--- config.mk ---
export PLATFORM = sky130hd
export DESIGN_NAME = mbm_antilog_unit
export DESIGN_NICKNAME = d
export VERILOG_FILES = /design/src/rtl/mbm_antilog_unit.sv
export SDC_FILE = /design/constraint.sdc
export NUM_CORES = 1
export LEC_CHECK = 0
export CAP_MARGIN = 20
export CORE_UTILIZATION = 45
export DETAILED_ROUTE_END_ITERATION = 12
export PLACE_DENSITY = 0.69
export SYNTH_ARGS = -nofsm -noshare
export SYNTH_HDL_FRONTEND = slang
export SYNTH_SLANG_ARGS = --single-unit
export TNS_END_PERCENT = 10
--- constraint.sdc ---
create_clock -name clk -period 2.35 [get_ports clk]
set_clock_uncertainty 0.1 [all_clocks]
set_input_delay 0.705 -clock clk [delete_from_list [all_inputs] [get_ports clk]]
set_output_delay 0.705 -clock clk [all_outputs]
set_load 0.01 [all_outputs]
--- src/rtl/mbm_antilog_unit.sv ---
// -----------------------------------------------------------------------------
// mbm_antilog_unit
//   Antilogarithm (decode) stage of the Mitchell-based multiplier. Takes the
//   log-domain sum {characteristic, fraction} and rebuilds the approximate
//   linear product (1.f) * 2^characteristic as a 2N-bit integer, shifting the
//   mantissa left by one bit per clock.
//
//   Optional build macro: MBM_ANTILOG_ROUND_EN
//     defined   -> round half up on the last discarded fraction bit
//     undefined -> plain truncation (default)
//
// Ports:
//   clk, rst        clock (rising edge), synchronous active-high reset
//   in_valid        characteristic/fraction/zero are valid
//   in_ready        unit can accept a new input (IDLE only)
//   characteristic  integer part of the log sum, L+1 bits (0..2N-1)
//   fraction        fractional part of the log sum, N-1 bits
//   zero            a multiplicand was zero; product forced to 0
//   out_valid       product is valid (held until out_ready)
//   out_ready       downstream accepts the product
//   product         approximate product, 2N bits
// -----------------------------------------------------------------------------
module mbm_antilog_unit #(
    parameter int N = 8,
    parameter int L = 3
) (
    input  logic             clk,
    input  logic             rst,
    input  logic             in_valid,
    output logic             in_ready,
    input  logic [L:0]       characteristic,
    input  logic [N-2:0]     fraction,
    input  logic             zero,
    output logic             out_valid,
    input  logic             out_ready,
    output logic [2*N-1:0]   product
);

    localparam int AW = 3*N - 1;

    typedef enum logic [1:0] {
        IDLE,
        SHIFT,
        DONE
    } state_t;

    state_t          state;
    logic [AW-1:0]   acc;
    logic [L:0]      cnt;
    logic [2*N-1:0]  next_product;

    // Integer part of the shifted mantissa; the binary point sits N-1 bits up.
    always_comb begin
        next_product = acc[AW-1:N-1];
`ifdef MBM_ANTILOG_ROUND_EN
        next_product = acc[AW-1:N-1] + {{(2*N-1){1'b0}}, acc[N-2]};
`endif
    end

    always_ff @(posedge clk) begin
        if (rst) begin
            state     <= IDLE;
            in_ready  <= 1'b1;
            out_valid <= 1'b0;
            product   <= '0;
            acc       <= '0;
            cnt       <= '0;
        end else begin
            case (state)
                IDLE: begin
                    if (in_valid) begin
                        // A zero operand makes one pass through SHIFT with a
                        // cleared accumulator: product 0, one-cycle latency.
                        if (zero) begin
                            acc <= '0;
                            cnt <= '0;
                        end else begin
                            acc <= {{(AW-N){1'b0}}, 1'b1, fraction};
                            cnt <= characteristic;
                        end
                        in_ready <= 1'b0;
                        state    <= SHIFT;
                    end
                end
                SHIFT: begin
                    if (cnt != '0) begin
                        acc <= acc << 1;
                        cnt <= cnt - 1'b1;
                    end else begin
                        product   <= next_product;
                        out_valid <= 1'b1;
                        state     <= DONE;
                    end
                end
                DONE: begin
                    if (out_ready) begin
                        out_valid <= 1'b0;
                        in_ready  <= 1'b1;
                        state     <= IDLE;
                    end
                end
                default: begin
                    state     <= IDLE;
                    in_ready  <= 1'b1;
                    out_valid <= 1'b0;
                end
            endcase
        end
    end

endmodule
==> results of run 1 <==
logic make-up (layout without fill, tap and decap cells):
logic type	after synthesis	in the layout	share of synthesized area (%)
simple gates	113	113	27.8
compound gates	52	52	15.5
flops	47	47	50.1
buf+inv	22	50	6.00
fa+ha+maj	1	1	0.666
cell type report:
cell class                      instances  area share (%)
Clock inverter                          3           0.853
Sequential cell                        47            40.1
Tap cell                               50            2.67
Clock buffer                            5            2.93
Timing Repair Buffer                   39            17.6
Multi-Input combinational cell        166            35.4
Inverter                                3           0.480
metal layers:
layer	vias to the layer above	part of all wire [%]	track usage, %
met5	-	0	0
met1	741	48	22.6
met4	0	2.2	7.98
met2	32	46	30.1
li1	847	-	-
met3	7	4.0	6.51
sequential cells by signal, summed over array words and instances, names as in the netlist:
signal / count
acc: 23
product: 16
cnt: 4
state: 2
in_ready: 1
out_valid: 1
cell usage in the layout, fill, tap and decap left out, types with 4 or more instances in the layout:
master            n
nor2_1           15
o21ai_0           4
and3_1            8
dfxtp_1          47
clkbuf_8          5
nor3_1            9
nand2_1          52
nand3_1          16
a211oi_1          6
clkdlybuf4s50_1  33
a21oi_1          37
stage by stage:
| stage | instances | hold WS [ns] |
|---|---|---|
| after floorplan | 235 | 0.332 |
| after global placement | 305 | 0.343 |
| after detailed placement | 305 | 0.346 |
| after CTS | 313 | 0.358 |
| after global routing | 313 | 0.376 |
| final | 313 | 0.355 |
path summary, 6_finish.rpt:
check                  start    endpoint  slack, ns  depth (start not counted)
setup / recovery    in_ready    in_ready       0.33                          1
hold / removal    product[4]  product[4]       0.36                          2
setup reg to reg      cnt[0]      cnt[3]       0.50                          7
hold reg to reg   product[4]  product[4]       0.36                          2
where the power goes:
part           switching (W)  internal, W  total (W)  leakage (nW)
Combinational       0.000276     0.000188   0.000464         0.387
Sequential         0.0000450     0.000853   0.000898         0.382
Clock               0.000276     0.000207   0.000483        0.0402
Total               0.000598      0.00125    0.00185         0.808
==> reports/metrics.yaml, run 1 <==
path_buf_inv: 1
antenna_cells: 0
groute.usage.overall_pct: 18.8
die_w_um: 66.6
layout.nets: 279
antenna_left: 0
rows: 23
fp.coreArea_sq_mm: 0.00400
period_minus_slack_ns: 2.02
critPathTopFamily: "buffers and inverters"
arrival_ns: 1.21
critPathSlowestCell: "clkdlybuf4s50_1"
post_cts_buffers: 0
grt_pass1_vias: 1448
die_h_um: 66.6
ys_ff_latch: 47
port_buffers: 33
hold_viol_final: 0
setup_tns_ns: 0
synth_top_cell_by_area: "dfxtp_1"
multiInputGateArea_sq_um: 830
crit_path_cell_trace: "clkdlybuf4s50_1"
cts_sinks: 47
setup_ws_ns: 0.332
grt_max_degree: 48
tightest_slew_ns: 0.617
p_per_area_mw_per_mm2: 787
dr.pass1.iters: 4
place_ws_ns: 0.0972
synth.avg_cell_area_sq_um: 7.99
slew_headroom_pct: 58.8
hold_path.class: "reg -> reg"
synth_area_leaders: "dfxtp_1 (50%), nand2_1 (10%), a21oi_1 (9.9%)"
yosysSeqAreaShare_pct: 50.1
synthFlopType: "dfxtp_1"
antenna_found_initial: 0
drive_gt1_share_pct: 6.46
power_w: 0.00185
insertion_delay_ns: 0.31
clk_pin_slew_ns: 0.08
synthToLayoutAreaGrowth_pct: 24.9
num_vias: 1627
crit_path_start_kind: "flip-flop"
dp_hpwl_um: 2290
wire_per_inst_um: 11.8
htreeDepth: 2
viasPerCell: 5.20
ys_warn_count: 0
io_pins: 34
hold_buffers: 0
fin_crit_sh_pct: 85.9
max_cap_viol_count: 0
cp.required_ns: 1.54
final_area_sq_mm: 0.00235
die_area_sq_mm: 0.00444
setup_viol: 0
grt_pass1_wl_um: 6270
cts_tree: "built"
routed_wl_um: 3690
yosysMostFrequentCell: "nand2_1"
dpl_cell_area_sq_mm: 0.00226
worst_ir_drop_vdd_mv: 0.538
syn-instance-count: 235
regArea_sq_um: 941
fillers: 367
syn_area_sq_mm: 0.00188
cts_max_path_buffers: 2
endpoint_kind: "output port"
synth_edf_count: 0
fmax_ghz: 0.495
fin_util_pct: 58.6
synthTopCellsByCount: "nand2_1 (52), dfxtp_1 (47), a21oi_1 (37), nand3_1 (16), nor2_1 (15)"
synth_cell_types: 26
status: "finished clean"
critPathKind: "reg -> out"
rsz0062_at_grt: "false"
initialDrtViolationCount: 88
critPathMaxStageDelay_ns: 0.55
start_util_pct: 47.0
gp_congestion: 0.780
root_buffer: "clkbuf_8"
post_cts_resize_count: 0
synth_top_area_share_pct: 50.1
cts-buffers-inserted: 5
synth_nets: 252
p_leak_nw: 0.808
report.final.slew_viol_count: 0
overflow: 0
synthArstFlopShare_pct: 0
remaining_drc_errors: 0
crit_path_max_fanout: 3
Note: power is estimated with default switching activity, not from simulation.
==> run 2, diff against run 1 <==
==> constraint.sdc (replaced) <==
create_clock -name clk -period 2.35 [get_ports clk]
set_clock_uncertainty 0.1 [all_clocks]
set_input_delay 0.47 -clock clk [delete_from_list [all_inputs] [get_ports clk]]
set_output_delay 0.47 -clock clk [all_outputs]
set_load 0.01 [all_outputs]
==> run 2 against run 1 <==
  * Clock power up 19%
  * Non-clock buffer count decreased by 1
  * First-iteration DRC count increased by 6.8%
  * Largest cell class unchanged
  * Largest power group unchanged
  * Highest routed layer unchanged
==> reports/metrics.yaml, run 2 (synthesis gave the netlist of run 1 again) <==
status: "finished clean"
port_buffers: 33  # unchanged
post_cts_buffers: 0  # unchanged
dr.pass1.iters: 4  # unchanged
cp.required_ns: 2.48  # +0.94 ns
crit_path_start_kind: "flip-flop"
hold_viol_final: 0  # unchanged
grt_pass1_wl_um: 6310  # +0.65%
cts-buffers-inserted: 5  # unchanged
synthToLayoutAreaGrowth_pct: 23.5
largest_reg_flops: 23  # unchanged
crit_path_max_fanout: 16  # +13
hold_slack_ns: 0.356  # +0.000670 ns
critPathMaxStageDelay_ns: 0.43  # -0.12 ns
grt_pass1_vias: 1431  # -1.2%
die_h_um: 66.6  # unchanged
viasPerCell: 5.17  # -0.53%
clk_pin_slew_ns: 0.08  # about the same
gp_congestion: 0.758  # -2.8%
hold_buffers: 0  # unchanged
hold_path.class: "reg -> reg"
ff2ff_setup_slack_ns: 0.23  # -0.27 ns
io_pins: 34  # unchanged
initialDrtViolationCount: 94  # +6.8%
hp-start: "product[11]"
final_common_cell: "nand2_1"
routed_wl_um: 3620  # -1.8%
rr_worst_depth: 7  # unchanged
root_buffer: "clkbuf_8"
num_vias: 1608  # -1.2%
cts_sinks: 47  # unchanged
dp_hpwl_um: 2350  # +2.6%
p_per_area_mw_per_mm2: 816  # +3.7%
cts_tree: "built"
fillers: 383  # +4.4%
fin_crit_sh_pct: 90.2  # +4.3 points
rows: 23  # unchanged
rsz0062_at_grt: "false"
setup_ws_ns: 0.230  # -0.102 ns
post_cts_resize_count: 0  # unchanged
arrival_ns: 2.25  # +1.04 ns
report.final.slew_viol_count: 0  # unchanged
setup_viol: 0  # unchanged
largest-register: "acc"
p_leak_nw: 0.800  # -1.1%
grt_max_degree: 48  # unchanged
die_w_um: 66.6  # unchanged
fp.coreArea_sq_mm: 0.00400  # unchanged
instances_no_fill: 311  # -0.64%
min_to: "product[11]"
max_cap_viol_count: 0  # unchanged
antenna_found_initial: 0  # unchanged
reg2reg_to: "acc[22]"
tightest_slew_ns: 0.653  # +0.0369 ns
endpoint_kind: "flip-flop"
slew_headroom_pct: 56.3  # -2.4 points
antenna_left: 0  # unchanged
largest_registers: "acc: 23 flops, product: 16 flops, cnt: 4 flops"
groute.usage.overall_pct: 19.0  # +0.25 points
critPathSlowestCell: "nor4bb_1"
period_minus_slack_ns: 2.12  # +0.102 ns
rr_startpoint: "cnt[0]"
setup_tns_ns: 0  # unchanged
most-common-layout-cells: "nand2_1 (52), dfxtp_1 (47), a21oi_1 (37)"
critPathKind: "reg -> reg"
remaining_drc_errors: 0  # unchanged
htreeDepth: 2  # unchanged
hold_depth: 2  # unchanged
wire_per_inst_um: 11.6  # -1.2%
die_area_sq_mm: 0.00444  # unchanged
start_util_pct: 47.0  # unchanged
layout.nets: 278  # -0.36%
cts_max_path_buffers: 2  # unchanged
antenna_cells: 0  # unchanged
place_ws_ns: 0.180  # +0.0829 ns
overflow: 0  # unchanged
fmax_ghz: 0.472  # -4.8%
fin_util_pct: 58.0  # -0.69 points
place_inst: 304  # -0.33%
worst_ir_drop_vdd_mv: 0.502  # -6.7%
drive_gt1_share_pct: 5.75  # -0.72 points
insertion_delay_ns: 0.30  # about the same
crit_path_cell_trace: "inv_1 > ha_1 > nor4bb_1 > or3_1 > buf_4 > nand2_1 > a21oi_1"
[run 2: cell types whose count changed in the layout (fill, tap and decap cells not counted), sizes merged]
cell,previous run,this run
buf,6,5
bufinv,0,1
clkinv,1,0
clkinvlp,2,1
[run 2: where the power goes]
part / total (W) / internal (W) / leakage [nW] / switching [W]
registers: 0.000897 / 0.000853 / 0.382 / 0.0000442
logic: 0.000422 / 0.000155 / 0.368 / 0.000267
clock network: 0.000573 / 0.000311 / 0.0502 / 0.000262
total: 0.00189 / 0.00132 / 0.800 / 0.000573
[run 2: routing by layer]
metal	part of all wire [%]	GRT usage (%)	vias up
met3	3.1	4.11	7
met4	2.2	10.4	0
li1	-	-	842
met1	50	23.3	730
met2	45	30.7	29
met5	0	0	-
[run 2: worst max-delay path by stage]
stage              from       to  slack [ns]
2_1_floorplan    cnt[0]   acc[5]        0.59
6_report         cnt[0]  acc[22]        0.23
5_1_grt          cnt[0]  acc[10]        0.05
3_5_place_dp   in_valid  acc[22]        0.18
3_3_place_gp   in_valid   acc[8]        0.21
4_1_cts          cnt[0]  acc[22]        0.22
[run 2: area by class of cell]
class	count	area [sq um]	share of cell area [%]
multi-input combinational	166	830	35.8
tap	50	62.6	2.70
sequential	47	941	40.6
timing repair buffer	38	368	15.9
clock inverter	2	37.5	1.62
clock buffer	5	68.8	2.97
inverter	3	11.3	0.486
[run 2: worst max-delay path, delay by kind of cell (launching register included)]
kind,cells,cell delay [ns]
AO/OA/AOI/OAI,1,0.13
adder cells (fa/ha/maj),1,0.19
buffers and inverters,2,0.37
flip-flops,1,0.33
AND/OR/NAND/NOR,3,0.95
[run 2: stage by stage]
stage / total power (W) / cell area, sq um
after floorplan: 0.00125 / 1880
after global placement: 0.00134 / 2210
after detailed placement: 0.00134 / 2210
after CTS: 0.00191 / 2320
after global routing: 0.00200 / 2320
final: 0.00189 / 2320
==> run 3, diff against run 2 <==
CAP_MARGIN = 10   (was 20)
==> results of run 3 <==
No change in the layout: final DEF, timing and power equal those of run 2.
